### config.mk
export PLATFORM = sky130hd
export DESIGN_NAME = adc_cfg_seq
export DESIGN_NICKNAME = d
export VERILOG_FILES = /design/src/rtl/adc_cfg_seq.sv
export SDC_FILE = /design/constraint.sdc
export NUM_CORES = 1
export LEC_CHECK = 0
export CAP_MARGIN = 20
export CORE_UTILIZATION = 35
export CTS_BUF_LIST = sky130_fd_sc_hd__clkbuf_16
export DETAILED_ROUTE_END_ITERATION = 8
export DONT_BUFFER_PORTS = 1
export PLACE_DENSITY = 0.54
export SLEW_MARGIN = 10
export SYNTH_ARGS = -nofsm -noshare
export SYNTH_HDL_FRONTEND = slang
export SYNTH_SLANG_ARGS = --single-unit
### constraint.sdc
create_clock -name clk_low_freq -period 3.3 [get_ports clk_low_freq]
set_input_delay 0.33 -clock clk_low_freq [delete_from_list [all_inputs] [get_ports clk_low_freq]]
set_output_delay 0.33 -clock clk_low_freq [all_outputs]
set_load 0.1 [all_outputs]
### src/rtl/adc_cfg_seq.sv
`default_nettype none
// ============================================================================
// Module   : adc_cfg_seq
// Purpose  : Writes an ADC register table over SPI, triggers a transfer,
//            polls for completion and verifies the table by readback.
// Revision : 1.0
// ============================================================================
module adc_cfg_seq #(
    parameter int          NUM_REGS  = 4,
    parameter int          MAX_RETRY = 2,
    parameter logic [7:0]  POLL_MAX  = 8'd32,
    parameter logic [12:0] ADDR_XFER = 13'h0ff
) (
    input  logic                    clk_low_freq,
    input  logic                    RST,
    input  logic                    go_i,
    input  logic [13*NUM_REGS-1:0]  cfg_addr_i,
    input  logic [8*NUM_REGS-1:0]   cfg_data_i,
    output logic [12:0]             spi_addr_o,
    output logic [7:0]              spi_data_o,
    output logic                    spi_read_o,
    output logic                    spi_start_o,
    input  logic                    spi_busy_i,
    input  logic                    spi_finish_i,
    input  logic [7:0]              spi_rdata_i,
    output logic                    busy_o,
    output logic                    done_o,
    output logic                    err_o,
    output logic [1:0]              err_code_o,
    output logic [3:0]              err_idx_o,
    output logic [1:0]              retry_cnt_o
);

    localparam logic [3:0] c_IDLE     = 4'd0;
    localparam logic [3:0] c_WR_ISSUE = 4'd1;
    localparam logic [3:0] c_WR_WAIT  = 4'd2;
    localparam logic [3:0] c_XF_ISSUE = 4'd3;
    localparam logic [3:0] c_XF_WAIT  = 4'd4;
    localparam logic [3:0] c_PL_ISSUE = 4'd5;
    localparam logic [3:0] c_PL_WAIT  = 4'd6;
    localparam logic [3:0] c_RB_ISSUE = 4'd7;
    localparam logic [3:0] c_RB_WAIT  = 4'd8;
    localparam logic [3:0] c_DONE     = 4'd9;
    localparam logic [3:0] c_ERROR    = 4'd10;

    localparam logic [3:0] c_LAST_IDX = 4'(NUM_REGS - 1);

    logic [3:0]  r_state;
    logic [3:0]  r_idx;
    logic [7:0]  r_poll;
    logic [1:0]  r_retry;
    logic        r_done;
    logic        r_err;
    logic [1:0]  r_err_code;
    logic [3:0]  r_err_idx;
    logic        r_mm_seen;

    logic [12:0] w_cur_addr;
    logic [7:0]  w_cur_data;
    logic        w_issue;
    logic        w_last;
    logic        w_poll_more;

    // Table lookup as a mux so the index never selects past the table
    always_comb begin
        w_cur_addr = 13'd0;
        w_cur_data = 8'd0;
        for (int k = 0; k < NUM_REGS; k++) begin
            if (r_idx == 4'(k)) begin
                w_cur_addr = cfg_addr_i[13*k +: 13];
                w_cur_data = cfg_data_i[8*k +: 8];
            end
        end
    end

    assign w_last      = (r_idx == c_LAST_IDX);
    assign w_poll_more = ({1'b0, r_poll} + 9'd1) < {1'b0, POLL_MAX};
    assign w_issue     = (r_state == c_WR_ISSUE) || (r_state == c_XF_ISSUE) ||
                         (r_state == c_PL_ISSUE) || (r_state == c_RB_ISSUE);

    always_ff @(posedge clk_low_freq or negedge RST) begin
        if (!RST) begin
            r_state    <= c_IDLE;
            r_idx      <= 4'd0;
            r_poll     <= 8'd0;
            r_retry    <= 2'd0;
            r_done     <= 1'b0;
            r_err      <= 1'b0;
            r_err_code <= 2'd0;
            r_err_idx  <= 4'd0;
            r_mm_seen  <= 1'b0;
        end else begin
            case (r_state)
                c_IDLE, c_DONE, c_ERROR: begin
                    if (go_i) begin
                        r_state    <= c_WR_ISSUE;
                        r_idx      <= 4'd0;
                        r_poll     <= 8'd0;
                        r_retry    <= 2'd0;
                        r_done     <= 1'b0;
                        r_err      <= 1'b0;
                        r_err_code <= 2'd0;
                        r_err_idx  <= 4'd0;
                        r_mm_seen  <= 1'b0;
                    end
                end
                c_WR_ISSUE: if (!spi_busy_i) r_state <= c_WR_WAIT;
                c_XF_ISSUE: if (!spi_busy_i) r_state <= c_XF_WAIT;
                c_PL_ISSUE: if (!spi_busy_i) r_state <= c_PL_WAIT;
                c_RB_ISSUE: if (!spi_busy_i) r_state <= c_RB_WAIT;
                c_WR_WAIT: begin
                    if (spi_finish_i) begin
                        if (w_last) begin
                            r_state <= c_XF_ISSUE;
                        end else begin
                            r_idx   <= r_idx + 4'd1;
                            r_state <= c_WR_ISSUE;
                        end
                    end
                end
                c_XF_WAIT: begin
                    if (spi_finish_i) begin
                        r_poll  <= 8'd0;
                        r_state <= c_PL_ISSUE;
                    end
                end
                c_PL_WAIT: begin
                    if (spi_finish_i) begin
                        if (!spi_rdata_i[0]) begin
                            r_idx   <= 4'd0;
                            r_state <= c_RB_ISSUE;
                        end else if (w_poll_more) begin
                            r_poll  <= r_poll + 8'd1;
                            r_state <= c_PL_ISSUE;
                        end else begin
                            r_err      <= 1'b1;
                            r_err_code <= 2'd2;
                            r_state    <= c_ERROR;
                        end
                    end
                end
                c_RB_WAIT: begin
                    if (spi_finish_i) begin
                        if (spi_rdata_i == w_cur_data) begin
                            if (w_last) begin
                                r_done  <= 1'b1;
                                r_state <= c_DONE;
                            end else begin
                                r_idx   <= r_idx + 4'd1;
                                r_state <= c_RB_ISSUE;
                            end
                        end else begin
                            // Keep the index of the first mismatch across retries
                            if (!r_mm_seen) begin
                                r_err_idx <= r_idx;
                                r_mm_seen <= 1'b1;
                            end
                            if (int'(r_retry) < MAX_RETRY) begin
                                r_retry <= r_retry + 2'd1;
                                r_idx   <= 4'd0;
                                r_state <= c_WR_ISSUE;
                            end else begin
                                r_err      <= 1'b1;
                                r_err_code <= 2'd1;
                                r_state    <= c_ERROR;
                            end
                        end
                    end
                end
                default: r_state <= c_IDLE;
            endcase
        end
    end

    // Transaction fields decode from state, so they hold until the WAIT exits
    always_comb begin
        spi_addr_o = 13'd0;
        spi_data_o = 8'd0;
        spi_read_o = 1'b0;
        case (r_state)
            c_WR_ISSUE, c_WR_WAIT: begin
                spi_addr_o = w_cur_addr;
                spi_data_o = w_cur_data;
            end
            c_XF_ISSUE, c_XF_WAIT: begin
                spi_addr_o = ADDR_XFER;
                spi_data_o = 8'h01;
            end
            c_PL_ISSUE, c_PL_WAIT: begin
                spi_addr_o = ADDR_XFER;
                spi_read_o = 1'b1;
            end
            c_RB_ISSUE, c_RB_WAIT: begin
                spi_addr_o = w_cur_addr;
                spi_read_o = 1'b1;
            end
            default: ;
        endcase
    end

    assign spi_start_o = w_issue && !spi_busy_i;
    assign busy_o      = (r_state != c_IDLE) && (r_state != c_DONE) && (r_state != c_ERROR);
    assign done_o      = r_done;
    assign err_o       = r_err;
    assign err_code_o  = r_err_code;
    assign err_idx_o   = r_err_idx;
    assign retry_cnt_o = r_retry;

endmodule
`default_nettype wire

==> results by group <==
Status
  – Status: completed

Worst setup path
  – Crit Path Max Fanout: 7
  – WS Path Type: reg -> reg
  – R2R setup slack: 0.14 ns
  – Critical Path AT: roughly 3.3 ns
  – Crit end category: flop
  – Worst Path Required: ~3.4 ns
  – Startpoint types: flop

STA
  – Final min period: between 3 and 4 ns
  – Max-slew headroom: between 30% and 40%
  – Tcrit/Tclk final: 95.69%
  – RSZ-0062 raised after global routing: true
  – Least-Margin Pin Slew: between 1 and 1.5 ns
  – Fin Setup TNS: 0 ns
  – Clock Skew: 0.006303 ns
  – Fin. max-slew vios: 0
  – Min setup slack post-route: about 0.14 ns
  – Final setup violation count: 0
  – Fin. Hold Viols: 0
  – Max frequency: between 0.3 and 0.4 GHz

Synthesis
  – Syn Inst Count: 348
  – Post-synth EDFFs: 0
  – Fraction of the yosys area taken by sequential cells: about 24%
  – Mean Syn Cell Area: around 8 um2
  – Synth top area cells: dfrtp_1, nor2_1, a21oi_1, a222oi_1, nor3_1
  – Synth Net Count: 450
  – Share of the synthesized area in the top cell type: roughly 24%
  – Synth area leader: dfrtp_1
  – #FFs+latches synth: 27
  – Yosys warns: 0
  – Synthesized area: around 2800 um2
  – Post-synth top cells: nor2_1, a21oi_1, dfrtp_1
  – Post-synth cell types: 76
  – Most common cell in the synthesized netlist: nor2_1
  – Post-synth top flop: dfrtp_1
  – Synth async-reset ratio: 100.0%

Route
  – Routed Antenna Nets: 0
  – Iteration-0 DRC count of the detailed router: 307
  – Vias per cell: between 6 and 7
  – Initial DRT Pass Iterations: 8
  – # DRC: 0
  – Via count: roughly 2.8k
  – WL per Instance: around 17 um
  – Final WL: between 7000 and 8000 um

Placed design
  – Port Buffers: 0
  – Dpl hpwl: between 6000 and 7000 um
  – Setup Slack @ Placement: around 0.18 ns
  – Placed insts: approximately 460
  – GP Congestion: around 0.87

CTS
  – Cts repair resizes: 0
  – CTS Buf Count: 3
  – Worst-path clk slew: approximately 0.07 ns
  – Clock Sink Count: 27
  – CTS tree: yes
  – Clock latency on the worst-skew pair: around 0.26 ns
  – Htree depth: 1
  – Clock root cell: clkbuf_16
  – Worst-case clock buffer depth: 2

GRT
  – Vias in the first global route: ~2.7k
  – First-pass GRT wire length: approximately 13,000 um
  – Total GRT Usage: a little under a fifth
  – Largest net degree at the start of global routing: 30
  – Total grt overflow: 0
  – Initial antenna violation count: 0

Run
  – Max-cap violations: 0

Die
  – # IOs: 131
  – Die X: around 91 um
  – FP Rows: 32
  – DIE AREA: between 8000 and 9000 um2
  – Starting Density: a little over a third
  – Vert. Die Dim: a little over 90 um
  – Core area: between 7000 and 8000 um2

Layout
  – Layout fillers: 770
  – Antenna cells: 0
  – Register area: about 680 um2
  – Area Growth Syn to Fin: 24.92%
  – Multi-input logic area: ~2000 um2
  – Final #Nets: between 400 and 500
  – Final std cells w/o fill: 468
  – Fraction of layout cells with a size suffix above 1: around a quarter

Worst hold path
  – Hold Path Class: in -> reg
==> registers in the layout, indices dropped and copies added (netlist names) <==
signal       count
r_poll           8
err_idx_o        4
r_idx            4
r_state          4
err_code_o       2
retry_cnt_o      2
done_o           1
err_o            1
r_mm_seen        1
==> logic make-up (layout without fill, tap and decap cells) <==
family / count (synthesis) / count (layout) / synth area share [%]
simple gates: 148 / 148 / 29.11
compound gates: 120 / 120 / 33.56
buf+inv: 39 / 57 / 7.512
flops: 27 / 27 / 24.29
fa+ha+maj: 6 / 6 / 2.609
mux: 5 / 5 / 1.979
xor+xnor: 3 / 3 / 0.9448
==> final timing paths <==
path	end	depth (start not counted)	startpoint
max	err_code_o[0]	11	r_idx[0]
min in group asynchronous	err_idx_o[2]	2	RST
min	r_mm_seen	3	go_i
max reg2reg	err_code_o[0]	11	r_idx[0]
min reg2reg	r_poll[7]	1	r_poll[7]
max in group asynchronous	err_idx_o[1]	2	RST
==> metrics by stage <==
stage | hold slack, ns | instance area, um2 | util, %
2_1_floorplan | 0.03441 | 2818 | -
3_3_place_gp | 0.03533 | 3357 | 43.67
3_5_place_dp | 0.03510 | 3357 | 43.67
4_1_cts | 0.3606 | 3467 | 45.10
5_1_grt | 0.3669 | 3475 | 45.20
6_report | 0.3562 | 3475 | 45.20
==> worst max-delay path, stage by stage, from the launching register on <==
cell      delay [ns]
dfrtp_1         0.46
inv_1           0.10
ha_1            0.25
or2_1           0.35
a221oi_1        0.40
o21ai_0         0.23
nand4b_4        0.14
nor4_4          0.06
buf_4           0.16
a221oi_2        0.33
a21boi_4        0.25
mux2_4          0.31
==> layout make-up <==
class / instances / area share, %
inverters: 11 / 1.188
clock buffers: 3 / 2.161
multi-input cells: 282 / 57.69
flip-flops and latches: 27 / 19.45
well taps: 102 / 3.673
clock inverters: 1 / 0.1440
repair buffers: 42 / 15.70
==> cell usage in the layout (no fill, tap or decap), types with 3 or more instances in the layout <==
master     count
o22ai_1        3
ha_1           5
nor2b_1        7
and2_1         4
a21oi_1       28
nor3_2         3
o22ai_2        8
a221oi_2       3
nand3_1        5
o311ai_1       3
inv_1         11
a221oi_1       3
nand2_1       19
o21ai_0       11
mux2i_1        4
a222oi_1      13
nor3_1        21
a32o_1         5
nand3b_1       5
a22o_1         5
clkbuf_16      6
dfrtp_1       27
nor2_2        11
o21bai_1       4
buf_4         24
o211ai_1       3
buf_12        14
nand2b_1       5
a221o_1        4
nor2_1        40
==> metal layers <==
metal | global-route usage [%] | part of all wire [%] | vias to the layer above
li1 | - | - | 1356
met1 | 24.18 | 44 | 1328
met2 | 31.31 | 49 | 116
met3 | 2.848 | 6.0 | 10
met4 | 4.101 | 1.3 | 0
met5 | 0 | 0 | -
==> repair_timing <==
item / 4_1_cts / 5_1_grt
setup buffers: 0 / 1
hold endpoints to repair: 27 / 0
hold buffers: 2 / 0
endpoints found under the setup margin: 0 / 5
Power is left out: the tool's default activity adds up to more than one toggle a clock period on the data nets, which glitch-free logic cannot reach.
